===== src/rtl/weight_mem_pkg.sv =====
// Shared types and lane placement for the weight SRAM scheduler.
// Writer 1 owns lanes [63:48]/[31:16], writer 2 owns [47:32]/[15:0].
package weight_mem_pkg;

    localparam int ROW_BITS  = 11;
    localparam int ADDR_BITS = 12;

    typedef enum logic {CLEAR, RUN} state_e;

    localparam logic [63:0] BM_W1_HI = 64'hFFFF_0000_0000_0000;
    localparam logic [63:0] BM_W1_LO = 64'h0000_0000_FFFF_0000;
    localparam logic [63:0] BM_W2_HI = 64'h0000_FFFF_0000_0000;
    localparam logic [63:0] BM_W2_LO = 64'h0000_0000_0000_FFFF;

    typedef struct packed {
        logic [63:0] bm;
        logic [63:0] din;
    } lane_t;

    // port2: 0 = writer 1, 1 = writer 2; hi = halfword address bit 11
    function automatic lane_t place_lane(input logic port2, input logic hi, input logic [15:0] data);
        lane_t l;
        case ({port2, hi})
            2'b00:   l.bm = BM_W1_LO;
            2'b01:   l.bm = BM_W1_HI;
            2'b10:   l.bm = BM_W2_LO;
            default: l.bm = BM_W2_HI;
        endcase
        l.din = {4{data}} & l.bm;
        return l;
    endfunction

endpackage


===== src/rtl/weight_mem_sched_if.sv =====
// Request/response and macro-pin bundle for weight_mem_sched.
// slave = scheduler side, master = loaders, neuron core and SRAM macro side.
interface weight_mem_sched_if;
    import weight_mem_pkg::*;

    logic                 wr1_valid;
    logic                 wr1_ready;
    logic [ADDR_BITS-1:0] wr1_addr;
    logic [15:0]          wr1_data;
    logic                 wr2_valid;
    logic                 wr2_ready;
    logic [ADDR_BITS-1:0] wr2_addr;
    logic [15:0]          wr2_data;
    logic                 rd_valid;
    logic                 rd_ready;
    logic [ADDR_BITS-1:0] rd_addr;
    logic                 rd_data_valid;
    logic [31:0]          rd_data;
    logic                 init_done;
    logic                 mem_men;
    logic                 mem_wen;
    logic                 mem_ren;
    logic [ROW_BITS-1:0]  mem_addr;
    logic [63:0]          mem_din;
    logic [63:0]          mem_bm;
    logic [63:0]          mem_dout;

    modport slave (
        input  wr1_valid, wr1_addr, wr1_data,
        input  wr2_valid, wr2_addr, wr2_data,
        input  rd_valid, rd_addr, mem_dout,
        output wr1_ready, wr2_ready, rd_ready, rd_data_valid, rd_data, init_done,
        output mem_men, mem_wen, mem_ren, mem_addr, mem_din, mem_bm
    );

    modport master (
        output wr1_valid, wr1_addr, wr1_data,
        output wr2_valid, wr2_addr, wr2_data,
        output rd_valid, rd_addr, mem_dout,
        input  wr1_ready, wr2_ready, rd_ready, rd_data_valid, rd_data, init_done,
        input  mem_men, mem_wen, mem_ren, mem_addr, mem_din, mem_bm
    );

endinterface


===== src/rtl/weight_mem_rd_pipe.sv =====
// Two-stage read tracker: remembers which 32-bit half was asked for, then
// registers that half of the macro output so rd_data lands two cycles after accept.
module weight_mem_rd_pipe (
    input  logic        clk,
    input  logic        rst_n,
    input  logic        accept_i,
    input  logic        half_i,
    input  logic [63:0] mem_dout_i,
    output logic        rd_data_valid_o,
    output logic [31:0] rd_data_o
);
    logic        v1_q;
    logic        v2_q;
    logic        half_q;
    logic [31:0] data_q;
    logic [1:0][31:0] halves;

    for (genvar gi = 0; gi < 2; gi++) begin : g_half
        assign halves[gi] = mem_dout_i[gi*32 +: 32];
    end

    always_ff @(posedge clk) begin
        if (!rst_n) begin
            v1_q   <= 1'b0;
            v2_q   <= 1'b0;
            half_q <= 1'b0;
            data_q <= '0;
        end else begin
            v1_q <= accept_i;
            v2_q <= v1_q;
            if (accept_i) half_q <= half_i;
            if (v1_q)     data_q <= halves[half_q];
        end
    end

    assign rd_data_valid_o = v2_q;
    assign rd_data_o       = data_q;

endmodule


===== src/rtl/weight_mem_sched.sv =====
// Shares one single-port 2048x64 weight SRAM between two halfword writers and one reader.
// Define WMEM_WR_MERGE_EN to fold same-row writes from both loaders into one macro write.
module weight_mem_sched
    import weight_mem_pkg::*;
#(
    parameter int DEPTH          = 2048,
    parameter int ROW_W          = 11,
    parameter int STARVE_MAX     = 4,
    parameter bit CLEAR_ON_RESET = 1'b1
) (
    input  logic               clk,
    input  logic               rst_n,
    weight_mem_sched_if.slave  bus
);
    localparam int SW = $clog2(STARVE_MAX + 1);

    state_e           state_q, state_d;
    logic [ROW_W-1:0] row_q, row_d;
    logic [SW-1:0]    starve_q, starve_d;
    logic             rr_q, rr_d;
    logic             init_done_q, init_done_d;

    logic [1:0]                 wv;
    logic [1:0][ADDR_BITS-1:0]  waddr;
    logic [1:0][15:0]           wdata;
    lane_t                      lane [2];

    logic [1:0]       gnt_w;
    logic             gnt_rd;
    logic             wen;
    logic             ren;
    logic [ROW_W-1:0] addr;
    logic [63:0]      bm;
    logic [63:0]      din;
    logic             any_w;
    logic             force_w;
    logic             same_row;

    assign wv    = {bus.wr2_valid, bus.wr1_valid};
    assign waddr = {bus.wr2_addr, bus.wr1_addr};
    assign wdata = {bus.wr2_data, bus.wr1_data};

    for (genvar gi = 0; gi < 2; gi++) begin : g_lane
        assign lane[gi] = place_lane(1'(gi), waddr[gi][ROW_BITS], wdata[gi]);
    end

    assign any_w    = |wv;
    assign force_w  = any_w && (starve_q == SW'(STARVE_MAX));
    assign same_row = (waddr[0][ROW_W-1:0] == waddr[1][ROW_W-1:0]);

    always_comb begin
        state_d     = state_q;
        row_d       = row_q;
        starve_d    = starve_q;
        rr_d        = rr_q;
        init_done_d = init_done_q;
        gnt_w       = 2'b00;
        gnt_rd      = 1'b0;
        wen         = 1'b0;
        ren         = 1'b0;
        addr        = '0;
        bm          = '0;
        din         = '0;

        case (state_q)
            CLEAR: begin
                wen   = 1'b1;
                addr  = row_q;
                bm    = '1;
                row_d = row_q + ROW_W'(1);
                if (row_q == ROW_W'(DEPTH - 1)) begin
                    state_d     = RUN;
                    init_done_d = 1'b1;
                end
            end
            default: begin
                if (bus.rd_valid && !force_w) begin
                    gnt_rd   = 1'b1;
                    ren      = 1'b1;
                    addr     = bus.rd_addr[ROW_W-1:0];
                    starve_d = !any_w ? '0
                             : (starve_q == SW'(STARVE_MAX)) ? starve_q : starve_q + SW'(1);
                end else if (any_w) begin
                    gnt_w = (&wv) ? (rr_q ? 2'b10 : 2'b01) : wv;
`ifdef WMEM_WR_MERGE_EN
                    if ((&wv) && same_row) gnt_w = 2'b11;
`endif
                    wen  = 1'b1;
                    addr = gnt_w[0] ? waddr[0][ROW_W-1:0] : waddr[1][ROW_W-1:0];
                    if (gnt_w[0]) begin
                        bm  = bm  | lane[0].bm;
                        din = din | lane[0].din;
                    end
                    if (gnt_w[1]) begin
                        bm  = bm  | lane[1].bm;
                        din = din | lane[1].din;
                    end
                    starve_d = '0;
                    // A merged write serves both loaders, so neither is owed the next turn
                    if (gnt_w != 2'b11) rr_d = gnt_w[0];
                end else begin
                    starve_d = '0;
                end
            end
        endcase

        // Nothing reaches the macro or the clients while reset is held
        if (!rst_n) begin
            gnt_w  = 2'b00;
            gnt_rd = 1'b0;
            wen    = 1'b0;
            ren    = 1'b0;
            addr   = '0;
            bm     = '0;
            din    = '0;
        end
    end

    always_ff @(posedge clk) begin
        if (!rst_n) begin
            state_q     <= CLEAR_ON_RESET ? CLEAR : RUN;
            row_q       <= '0;
            starve_q    <= '0;
            rr_q        <= 1'b0;
            init_done_q <= !CLEAR_ON_RESET;
        end else begin
            state_q     <= state_d;
            row_q       <= row_d;
            starve_q    <= starve_d;
            rr_q        <= rr_d;
            init_done_q <= init_done_d;
        end
    end

    assign bus.wr1_ready = gnt_w[0];
    assign bus.wr2_ready = gnt_w[1];
    assign bus.rd_ready  = gnt_rd;
    assign bus.init_done = init_done_q;
    assign bus.mem_men   = wen | ren;
    assign bus.mem_wen   = wen;
    assign bus.mem_ren   = ren;
    assign bus.mem_addr  = addr;
    assign bus.mem_bm    = bm;
    assign bus.mem_din   = din;

    weight_mem_rd_pipe u_rd_pipe (
        .clk             (clk),
        .rst_n           (rst_n),
        .accept_i        (gnt_rd),
        .half_i          (bus.rd_addr[ROW_BITS]),
        .mem_dout_i      (bus.mem_dout),
        .rd_data_valid_o (bus.rd_data_valid),
        .rd_data_o       (bus.rd_data)
    );

endmodule


===== src/flat_wrapper.sv =====
// flat-port wrapper written by rule: the top's interface ports become plain ports
module weight_mem_sched_flat import weight_mem_pkg::*;
#(
    parameter int DEPTH          = 2048,
    parameter int ROW_W          = 11,
    parameter int STARVE_MAX     = 4,
    parameter bit CLEAR_ON_RESET = 1'b1
)
  (clk, rst_n, bus_wr1_valid, bus_wr1_addr, bus_wr1_data, bus_wr2_valid, bus_wr2_addr, bus_wr2_data, bus_rd_valid, bus_rd_addr, bus_mem_dout, bus_wr1_ready, bus_wr2_ready, bus_rd_ready, bus_rd_data_valid, bus_rd_data, bus_init_done, bus_mem_men, bus_mem_wen, bus_mem_ren, bus_mem_addr, bus_mem_din, bus_mem_bm);
  weight_mem_sched_if bus_i ();
  input  logic clk;
  input  logic rst_n;
  input wire logic [$bits(bus_i.wr1_valid)-1:0] bus_wr1_valid;
  input wire logic [$bits(bus_i.wr1_addr)-1:0] bus_wr1_addr;
  input wire logic [$bits(bus_i.wr1_data)-1:0] bus_wr1_data;
  input wire logic [$bits(bus_i.wr2_valid)-1:0] bus_wr2_valid;
  input wire logic [$bits(bus_i.wr2_addr)-1:0] bus_wr2_addr;
  input wire logic [$bits(bus_i.wr2_data)-1:0] bus_wr2_data;
  input wire logic [$bits(bus_i.rd_valid)-1:0] bus_rd_valid;
  input wire logic [$bits(bus_i.rd_addr)-1:0] bus_rd_addr;
  input wire logic [$bits(bus_i.mem_dout)-1:0] bus_mem_dout;
  output wire logic [$bits(bus_i.wr1_ready)-1:0] bus_wr1_ready;
  output wire logic [$bits(bus_i.wr2_ready)-1:0] bus_wr2_ready;
  output wire logic [$bits(bus_i.rd_ready)-1:0] bus_rd_ready;
  output wire logic [$bits(bus_i.rd_data_valid)-1:0] bus_rd_data_valid;
  output wire logic [$bits(bus_i.rd_data)-1:0] bus_rd_data;
  output wire logic [$bits(bus_i.init_done)-1:0] bus_init_done;
  output wire logic [$bits(bus_i.mem_men)-1:0] bus_mem_men;
  output wire logic [$bits(bus_i.mem_wen)-1:0] bus_mem_wen;
  output wire logic [$bits(bus_i.mem_ren)-1:0] bus_mem_ren;
  output wire logic [$bits(bus_i.mem_addr)-1:0] bus_mem_addr;
  output wire logic [$bits(bus_i.mem_din)-1:0] bus_mem_din;
  output wire logic [$bits(bus_i.mem_bm)-1:0] bus_mem_bm;
  assign bus_i.wr1_valid = bus_wr1_valid;
  assign bus_i.wr1_addr = bus_wr1_addr;
  assign bus_i.wr1_data = bus_wr1_data;
  assign bus_i.wr2_valid = bus_wr2_valid;
  assign bus_i.wr2_addr = bus_wr2_addr;
  assign bus_i.wr2_data = bus_wr2_data;
  assign bus_i.rd_valid = bus_rd_valid;
  assign bus_i.rd_addr = bus_rd_addr;
  assign bus_i.mem_dout = bus_mem_dout;
  assign bus_wr1_ready = bus_i.wr1_ready;
  assign bus_wr2_ready = bus_i.wr2_ready;
  assign bus_rd_ready = bus_i.rd_ready;
  assign bus_rd_data_valid = bus_i.rd_data_valid;
  assign bus_rd_data = bus_i.rd_data;
  assign bus_init_done = bus_i.init_done;
  assign bus_mem_men = bus_i.mem_men;
  assign bus_mem_wen = bus_i.mem_wen;
  assign bus_mem_ren = bus_i.mem_ren;
  assign bus_mem_addr = bus_i.mem_addr;
  assign bus_mem_din = bus_i.mem_din;
  assign bus_mem_bm = bus_i.mem_bm;
  weight_mem_sched #(.DEPTH(DEPTH), .ROW_W(ROW_W), .STARVE_MAX(STARVE_MAX), .CLEAR_ON_RESET(CLEAR_ON_RESET)) u_core (.clk(clk), .rst_n(rst_n), .bus(bus_i));
endmodule

===== config.mk =====
export PLATFORM = sky130hd
export DESIGN_NAME = weight_mem_sched_flat
export DESIGN_NICKNAME = d
export VERILOG_FILES = /design/src/rtl/weight_mem_pkg.sv /design/src/rtl/weight_mem_sched_if.sv /design/src/rtl/weight_mem_rd_pipe.sv /design/src/rtl/weight_mem_sched.sv /design/src/flat_wrapper.sv
export SDC_FILE = /design/constraint.sdc
export NUM_CORES = 1
export LEC_CHECK = 0
export BUFFER_PORTS_ARGS = -buffer_cell sky130_fd_sc_hd__clkbuf_2
export CORE_AREA = 2 2 123 125
export DETAILED_ROUTE_END_ITERATION = 6
export DIE_AREA = 0 0 125 127
export PLACE_DENSITY = 0.67
export SKIP_CTS_REPAIR_TIMING = 1
export SKIP_LAST_GASP = 1
export SYNTH_ARGS = -nofsm -noshare
export SYNTH_HDL_FRONTEND = slang
export SYNTH_SLANG_ARGS = --single-unit

===== constraint.sdc =====
create_clock -name clk -period 7.7 [get_ports clk]
set_clock_uncertainty 0.15 [all_clocks]
set_input_delay 1.54 -clock clk [delete_from_list [all_inputs] [get_ports clk]]
set_output_delay 1.54 -clock clk [all_outputs]
set_load 0.1 [all_outputs]

==> results of run 1 <==
[state kept, by name, summed over array words and instances, names as in the netlist]
| name | flops |
|---|---|
| u_core.bus.init_done | 1 |
| u_core.row_q | 11 |
| u_core.rr_q | 1 |
| u_core.starve_q | 3 |
| u_core.state_q | 1 |
| u_core.u_rd_pipe.half_q | 1 |
| u_core.u_rd_pipe.rd_data_o | 32 |
| u_core.u_rd_pipe.rd_data_valid_o | 1 |
| u_core.u_rd_pipe.v1_q | 1 |
[synth_stat cells, types with 8 or more instances]
library cell | number | area, um2
sky130_fd_sc_hd__nor2_1 | 39 | 146
sky130_fd_sc_hd__and2_1 | 34 | 213
sky130_fd_sc_hd__nor3b_2 | 9 | 113
sky130_fd_sc_hd__o21ai_0 | 8 | 40.0
sky130_fd_sc_hd__o221ai_1 | 10 | 87.6
sky130_fd_sc_hd__nor3b_1 | 8 | 60.1
sky130_fd_sc_hd__buf_4 | 62 | 465
sky130_fd_sc_hd__a211oi_1 | 32 | 240
sky130_fd_sc_hd__clkbuf_1 | 13 | 48.8
sky130_fd_sc_hd__mux2i_1 | 46 | 460
sky130_fd_sc_hd__dfxtp_1 | 52 | 1040
sky130_fd_sc_hd__nand2_1 | 31 | 116
sky130_fd_sc_hd__and3_1 | 16 | 100
sky130_fd_sc_hd__buf_2 | 12 | 60.1
[through the flow]
stage / cell area (um2) / util / setup WS (ps) / total power, mW / std cells
2_1_floorplan: 3840 / - / 342 / 0.490 / 459
3_3_place_gp: 5000 / 0.347 / 2060 / 0.524 / 861
3_5_place_dp: 5000 / 0.347 / 2010 / 0.524 / 861
4_1_cts: 5140 / 0.357 / 2000 / 0.752 / 869
5_1_grt: 5150 / 0.357 / 1830 / 0.771 / 870
6_report: 5150 / 0.357 / 2040 / 0.739 / 870
[worst max-delay path: cells and delay by family]
family / cells / cell delay [ps]
compound gates: 2 / 1220
simple gates: 1 / 430
buf+inv: 2 / 770
[logic make-up (layout without fill, tap and decap cells)]
| group | Yosys count | after routing |
|---|---|---|
| and+or+nand+nor | 169 | 169 |
| xor gates and xnor gates | 4 | 4 |
| buffers and inverters | 106 | 332 |
| adders and majority gates | 3 | 3 |
| muxes | 46 | 46 |
| DFF | 52 | 52 |
| other | 0 | 1 |
| AOI/OAI and AO/OA | 79 | 79 |
[cell type report]
class                   instances  area [um2]
flip-flops and latches         52        1040
multi-input cells             301        2110
well taps                     184         230
fillers                      1557        9280
inverters                       7        26.3
repair buffers                317        1590
clock buffers                   6         129
diodes                          1        2.50
clock inverters                 2        13.8
[power groups by stage]
stage | clock network (mW) | logic (mW) | registers (mW)
finish | 0.223 | 0.245 | 0.272
global route | 0.244 | 0.255 | 0.272
CTS | 0.234 | 0.246 | 0.272
detailed placement | 0 | 0.246 | 0.279
global placement | 0 | 0.245 | 0.278
floorplan | 0 | 0.212 | 0.278
[metal layers]
metal	part of all wire	wire length (um)
met4	0.010	132
met3	0.079	999
met5	0	0
met2	0.51	6410
met1	0.40	5090
[worst max path at each step]
stage,start,endpoint,depth (start not counted)
global placement,bus_wr2_valid,bus_mem_bm[30],5
global route,bus_wr2_valid,bus_mem_bm[24],5
floorplan,rst_n,bus_mem_bm[10],5
CTS,bus_wr2_valid,bus_mem_bm[24],5
detailed placement,bus_wr2_valid,bus_mem_bm[24],5
finish,bus_wr2_valid,bus_mem_bm[24],5
[placed cells by master, fill, tap and decap left out, drive strengths merged, types with 4 or more instances in the layout]
cell type | Yosys | final
clkbuf | 13 | 321
dfxtp | 52 | 52
mux2i | 46 | 46
nor2 | 39 | 39
and2 | 34 | 34
a211oi | 32 | 32
nand2 | 31 | 31
nor3b | 17 | 17
and3 | 16 | 16
o221ai | 10 | 10
o21ai | 8 | 8
inv | 7 | 8
a21oi | 7 | 7
nand3 | 6 | 6
nor3 | 5 | 5
or3 | 4 | 4
nand4 | 4 | 4
==> results, run 1 <==
- TritonCTS built the clock tree.
- Of the total synthesized cell area, the portion taken by AND, OR, NAND and NOR gates is 0.255.
- The met1 usage is 0.171.
- The via count of the first global-routing pass is 3537.
- The number of remaining DRC errors is 0.
- The fraction of power spent switching nets is 0.404.
- The actual slew at the worst max-slew pin is 1160 ps.
- In this run the clock root is driven by a sky130_fd_sc_hd__clkbuf_16.
- The cell area after synthesis is 3840 um2.
- Entering global routing, the biggest net connects 66 pins.
- The initial standard-cell utilization of the core is 0.266.
- The first-pass detailed-route iteration total is 4.
- The end point of the worst hold path is u_core.u_rd_pipe.rd_data_o[3]$_SDFFE_PN0P_.
- The share of total power in combinational logic is 0.331.
- Dividing the detail-routed wire length by the instance count gives 14.5 um.
- For this design the top-level I/O count stands at 316.
- The worst register-to-register path ends at u_core.u_rd_pipe.half_q$_SDFFE_PN0P_.
- The share of layout cells above drive strength 1 is 0.499.
- The final net count is 824.
- The clock transition at the register clock pins on the worst setup and hold paths after CTS is 70 ps.
- The start of the worst register-to-register path is u_core.starve_q[0]$_SDFFE_PN0P_.
- At the end of routability-driven placement, the weighted congestion stood at 0.811.
- The remaining antenna violation count is 0.
- The class of the tightest hold or removal check is register to register.
- The adder-cell area share of the yosys netlist is 0.00978.
- Measured against its own limit, the worst slew margin works out to 0.218.
- The share of total power dissipated in the clock network is 0.301.
- Of the post-synthesis cell area, the part taken by muxes is 0.120.
- The placeable core region is 14400 um2.
- The die is 125 um wide.
- The die covers 15900 um2.
- Setup repair after global routing left no endpoint under its margin.
- The largest voltage drop on the vdd net is 75.7 uV.
- Along the worst hold path, the cell count comes to 2.
- STA classifies the critical path endpoint as an output pin.
- Walking the worst path, the cells encountered are clkbuf_2 > a21bo_1 > or3_1 > a21oi_1 > clkbuf_2.
- Synthesis produced a netlist with a net count of 599.
- The sink count of the clock tree is 52.
- The post-synthesis compound-gate area fraction is 0.155.
- The first global-routing pass estimated 18.8 mm of wire.
- The total number of yosys warnings is 0.
- Of the synthesized area, sequential elements account for 0.271.
- The total internal power is 0.440 mW.
- The level count of the clock H-tree is 2.
- The tool flagged a number of max-cap violations equal to 0.
- Across all layers, the routed design uses 3949 vias.
- The number of antenna violations at the first check in global routing came to 1.
- Wires add up to 12.6 mm.
- The most used flip-flop cell after synthesis is sky130_fd_sc_hd__dfxtp_1.
- The share of total power dissipated in sequential elements is 0.368.
- The run finished with clean final reports.
- The worst reg-to-reg path cell count is 5.
- The final-report hold violation count is 0.
- The met3 usage is 0.0385.
- The combinational family with the most area after synthesis is simple AND/OR/NAND/NOR gates.
- The slowest stage of the critical path is the sky130_fd_sc_hd__a21oi_1 cell.
- The setup TNS after final layout is 0 ps.
- The final clock period utilization by the worst path is 0.735.
- The mean instance size in the synthesized netlist is 8.36 um2.
- For this design the total switching power over the nets is 0.299 mW.
- For this design the static power due to leakage is 2.51 nW.
- The aggregate global-route resource usage is 0.147.
- The stage delay of the slowest cell on the critical path is 720 ps.
- During placement, the flow inserted port buffers numbering 315.
- The DRC violation total after the first TritonRoute iteration is 169.
- Clock tree synthesis inserted a total of 5 buffers.
- The global routing usage on met2 is 0.268.
- The detailed placement HPWL is 10.6 mm.
- Measured along the y axis, the die boundary spans 127 um.
- The distinct cell type count of the synthesized netlist is 50.
- The final critical-path required period is 5660 ps.
- In this run the power density over the cells is 144 nW/um2.
- Clock latency on the worst-skew pair, taken at its later pin, is 290 ps.
- The worst setup path is of the input pin to output pin kind.
- The post-detailed-route via-to-cell ratio is 4.54.
- The number of synthesized register bits is 52.
- The initialized floorplan defines 44 standard-cell rows.
- The layer flagged by global routing as most heavily used is met2.
- The synthesized design contains 0 enable-type register cells.
- Counting along the longest clock path gives a buffer depth of 2.
- For the worst setup path, the data arrival time is 3970 ps.
- The sort of element at the start of the critical path is an input pin.
- The total grt overflow is 0.
- Of all nets on the critical path, the largest fanout is 16.
- Setup violations remaining at the end of the flow were counted as 0.
- In this run the most critical hold path is launched from u_core.u_rd_pipe.rd_data_o[3]$_SDFFE_PN0P_.
- The timing-limited maximum frequency is 177 MHz.
- The XOR/XNOR share of the synthesized area is 0.00913.
- After synthesis, the share of flip-flops with an asynchronous set or reset is 0.
- Relative to the synthesized area, the layout overhead comes to 34.1%.
- Among the stages of the critical path, the cell type that occurs most often is sky130_fd_sc_hd__clkbuf_2.
- The register-to-register setup slack is 5860 ps.
- The count of final max-slew check failures is 0.
- The worst path required time is 6010 ps.
- Hold is met by 335 ps.
- The synthesized instance count is 459.
No activity file was read; power rests on OpenSTA's default activity.
==> run 2, diff against run 1 <==
--- a/config.mk
+++ b/config.mk
@@ -5,11 +5,12 @@
 export SDC_FILE = /design/constraint.sdc
 export NUM_CORES = 1
 export LEC_CHECK = 0
+export ABC_AREA = 1
 export BUFFER_PORTS_ARGS = -buffer_cell sky130_fd_sc_hd__clkbuf_2
-export CORE_AREA = 2 2 123 125
+export CORE_AREA = 2 2 122 124
 export DETAILED_ROUTE_END_ITERATION = 6
-export DIE_AREA = 0 0 125 127
-export PLACE_DENSITY = 0.67
+export DIE_AREA = 0 0 124 126
+export PLACE_DENSITY = 0.72
 export SKIP_CTS_REPAIR_TIMING = 1
 export SKIP_LAST_GASP = 1
 export SYNTH_ARGS = -nofsm -noshare
==> constraint.sdc (replaced) <==
create_clock -name clk -period 5.1 [get_ports clk]
set_clock_uncertainty 0.15 [all_clocks]
set_input_delay 1.02 -clock clk [delete_from_list [all_inputs] [get_ports clk]]
set_output_delay 1.02 -clock clk [all_outputs]
set_load 0.1 [all_outputs]
==> results, run 2 <==
- In the layout the commonest cells are 184 x sky130_fd_sc_hd__clkbuf_2, 145 x sky130_fd_sc_hd__nand2_1, 111 x sky130_fd_sc_hd__buf_12.
- The largest total area in the synthesized netlist belongs to sky130_fd_sc_hd__dfxtp_1.
- The clock period could shrink to 4120 ps.
- The design area is 7090 um2.
- The most heavily used metal layer in global routing is met2.
- Clock latency on the worst-skew pair, taken at its later pin, is 300 ps.
- The count of flip-flops with a built-in enable after synthesis is 0.
- The setup TNS after final layout is 0 ps.
- The most common library cell in the layout ignoring fill and taps is sky130_fd_sc_hd__clkbuf_2.
- For this block, the routed nets add up to 15.0 mm of wire.
- The sink count of the clock tree is 52.
- On the critical path, the stage with the largest delay is an instance of sky130_fd_sc_hd__buf_4.
- The number of remaining DRC errors is 0.
- The met1 usage is 0.211.
- The layout-stage area growth over the synthesis result is 77.3%.
- The end point of the critical path is bus_mem_bm[51].
- Of the cells placed in the final design, the portion with a size suffix greater than 1 is 0.438.
- The initial standard-cell utilization of the core is 0.279.
- The stage delay of the slowest cell on the critical path is 440 ps.
- The number of antenna violations at the first check in global routing was 0.
- After detailed routing, the average wire length per cell comes to 14.5 um.
- Timing analysis after detailed placement gives a worst setup slack of 957 ps.
- The wire length of the first global-routing pass is 22.8 mm.
- Setup repair after global routing left no endpoint under its margin.
- The most used flip-flop cell after synthesis is sky130_fd_sc_hd__dfxtp_1.
- The standard-cell row count is 44.
- The synthesized netlist occupies a cell area of 4000 um2.
- The deepest clock path buffer count is 2.
- The distinct cell type count of the synthesized netlist is 31.
- In this run the clock root is driven by a sky130_fd_sc_hd__clkbuf_16.
- The die is 126 um tall.
- The via count of the first global-routing pass came to 4401.
- Summed over all cells, the static leakage comes to 3.41 nW.
- After legalization and detailed placement, the total HPWL measured 12.0 mm.
- The largest fanout of any net on the critical path is 17.
- Broken down by cell family, the worst path's largest delay share belongs to buffers and inverters.
- The flow ran to the end, and the final reports show no timing, DRC or antenna violations.
- The final-report hold violation count came to 0.
- The die is 124 um wide.
- The worst path required time is 3930 ps.
- The signal on the critical path passes through clkbuf_2 > nand2_1 > nand2_2 > inv_2 > nand3_4 > a21oi_1 > buf_4 > buf_12.
- After synthesis, the cell types taking the most area are sky130_fd_sc_hd__dfxtp_1 26%, sky130_fd_sc_hd__nand2_1 14%, sky130_fd_sc_hd__buf_4 12%.
- The kind of critical path is input pin to output pin.
- In this run the number of H-tree levels came out at 2.
- The total number of yosys warnings is 0.
- STA classifies the critical path endpoint as an output pin.
- The register-to-register setup slack is 2820 ps.
- In this run the power density over the cells is 175 nW/um2.
- The worst path setup slack after routing is 983 ps.
- The portion of synthesized cell area occupied by the leading cell type is 0.260.
- Based on the critical path, the design can be clocked at up to 243 MHz.
- In the finished design, the share of the clock period the worst path needs comes to 0.807.
- After synthesis, the mean cell area works out to 6.46 um2.
- The number of cells in the finished layout apart from fillers is 1033.
- For the worst setup path, the data arrival time is 2950 ps.
- The routed layout has 4703 vias.
- The worst slew slack as a fraction of its limit is 0.197.
- The placer's final routability congestion estimate is 0.773.
- Ranked by instance count, the synthesized netlist is headed by 145 x sky130_fd_sc_hd__nand2_1, 64 x sky130_fd_sc_hd__buf_4, 62 x sky130_fd_sc_hd__inv_1, 53 x sky130_fd_sc_hd__nor3_1, 52 x sky130_fd_sc_hd__dfxtp_1.
- The worst reg-to-reg path cell count is 3.
- Summed over all layers, the global routing overflow is 0.
- In this run, the number of DRC markers left after iteration 0 of detailed routing was 237.
- In this run the tool buffered the top-level ports with 315 buffer cells.
- Counting tap cells, the placed design contains a total of 1025 instances.
- The global routing usage on met2 is 0.348.
- The register with the most flip-flops in the layout has 32 of them.
- The clock transition at the register clock pins on the worst setup and hold paths after CTS is 80 ps.
- For this design the top-level I/O count stands at 316.
- At the pin with the least slew margin, the transition time is 1200 ps.
- The worst register-to-register path ends at u_core.u_rd_pipe.half_q$_SDFFE_PN0P_.
- Entering global routing, the biggest net connects 66 pins.
- The first-pass detailed-route iteration total is 4.
- The sort of element at the start of the critical path is an input pin.
- The number of endpoints failing setup at the final stage is 0.
- TritonCTS built the clock tree.
- 0 antenna diodes ended up in the layout.
- The tightest min-delay check is of the register to register type.
- The first element of the critical path is bus_wr2_valid.
- The tightest hold path in the finished design has a slack of 310 ps.
- The number of buffers and inverters on the critical path is 4.
- The count of final max-slew check failures is 0.
- The placeable core region is 14300 um2.
- The share of flip-flops with an asynchronous set or reset after synthesis is 0.
- Across every metal layer, demand over resource in global routing totals 0.185.
- For this run, the post-layout net count is 988.
- Counting the buffers created by CTS gives 5.
- The placed standard-cell area is 6940 um2.
- The startpoint identified for the worst register-to-register timing path is u_core.state_q$_SDFF_PN0_.
- For this run, global-route usage on met3 was measured as 0.0385.
- At the end of the flow the core is filled with cells to 0.495.
- In the synthesized netlist, the number of instances is 619.
- The area of the die is 15600 um2.
- The number of synthesized register bits is 52.
- The leading cell type by number of instances after synthesis is sky130_fd_sc_hd__nand2_1.
- The cell count along the critical path is 8.
- The number of nets in the synthesized netlist is 759.
- The share of the Yosys chip area taken by registers is 0.260.
- In this run the remaining antenna-violating nets after routing total 0.
- The total of max-cap violations is 0.
- Overall power consumption after layout is estimated at 1.24 mW.
- IR analysis of the VDD net gives a maximum drop of 118 uV.
- Dividing the detail-routed via count by the number of cells gives 4.55.
-- run 2: cell types whose count changed in the layout (fill, tap and decap cells not counted), moves of 31 or more --
cell and delta:
sky130_fd_sc_hd__a31oi_1 +31, sky130_fd_sc_hd__buf_12 +111, sky130_fd_sc_hd__a211oi_1 -32, sky130_fd_sc_hd__inv_1 +56, sky130_fd_sc_hd__nand2_1 +114, sky130_fd_sc_hd__and2_1 -34
sky130_fd_sc_hd__o21ai_0 +40, sky130_fd_sc_hd__mux2i_1 -46, sky130_fd_sc_hd__clkbuf_2 -131, sky130_fd_sc_hd__nor3_1 +48
-- run 2: worst min-delay path by stage --
stage                                                  from                                end  depth (start not counted)
after floorplan                    u_core.rr_q$_SDFFE_PN0P_           u_core.rr_q$_SDFFE_PN0P_                          2
after global placement    u_core.bus.init_done$_SDFFE_PN0P_  u_core.bus.init_done$_SDFFE_PN0P_                          2
after CTS                 u_core.bus.init_done$_SDFFE_PN0P_  u_core.bus.init_done$_SDFFE_PN0P_                          2
after detailed placement  u_core.bus.init_done$_SDFFE_PN0P_  u_core.bus.init_done$_SDFFE_PN0P_                          2
after global routing      u_core.bus.init_done$_SDFFE_PN0P_  u_core.bus.init_done$_SDFFE_PN0P_                          2
final                     u_core.bus.init_done$_SDFFE_PN0P_  u_core.bus.init_done$_SDFFE_PN0P_                          2
-- run 2: final cells by class --
class                   instances  area [um2]
clock buffers                   5         125
clock inverters                 3        27.5
fillers                      1379        7230
inverters                      65         245
multi-input cells             398        2040
flip-flops and latches         52        1040
well taps                     184         230
repair buffers                326        3380
-- run 2: where the power goes --
| part | internal, mW | total (mW) | switching (mW) | leakage [nW] |
|---|---|---|---|---|
| clock | 0.187 | 0.350 | 0.164 | 0.0719 |
| sequential | 0.408 | 0.410 | 0.00216 | 0.420 |
| combinational | 0.162 | 0.479 | 0.317 | 2.92 |
-- run 2: metal layers --
| metal | wire length (um) | vias to the layer above | part of all wire |
|---|---|---|---|
| met2 | 7880 | 212 | 0.53 |
| met4 | 171 | 0 | 0.011 |
| met3 | 1240 | 12 | 0.083 |
| li1 | - | 2392 | - |
| met5 | 0 | - | 0 |
| met1 | 5660 | 2087 | 0.38 |
-- run 2: worst register-to-register path: cells and delay by family (launching register included) --
kind / cells / cell delay, ps
simple gates: 2 / 1010
flops: 1 / 840
compound gates: 1 / 140
-- run 2: cell families (layout without fill, tap and decap cells) --
logic type / count (synthesis) / in the layout / synth area share
flip-flops: 52 / 52 / 0.260
AND/OR/NAND/NOR: 296 / 296 / 0.356
buffers and inverters: 169 / 399 / 0.233
AO/OA/AOI/OAI: 98 / 98 / 0.139
XOR/XNOR: 1 / 1 / 0.00219
adder cells (fa/ha/maj): 3 / 3 / 0.00939
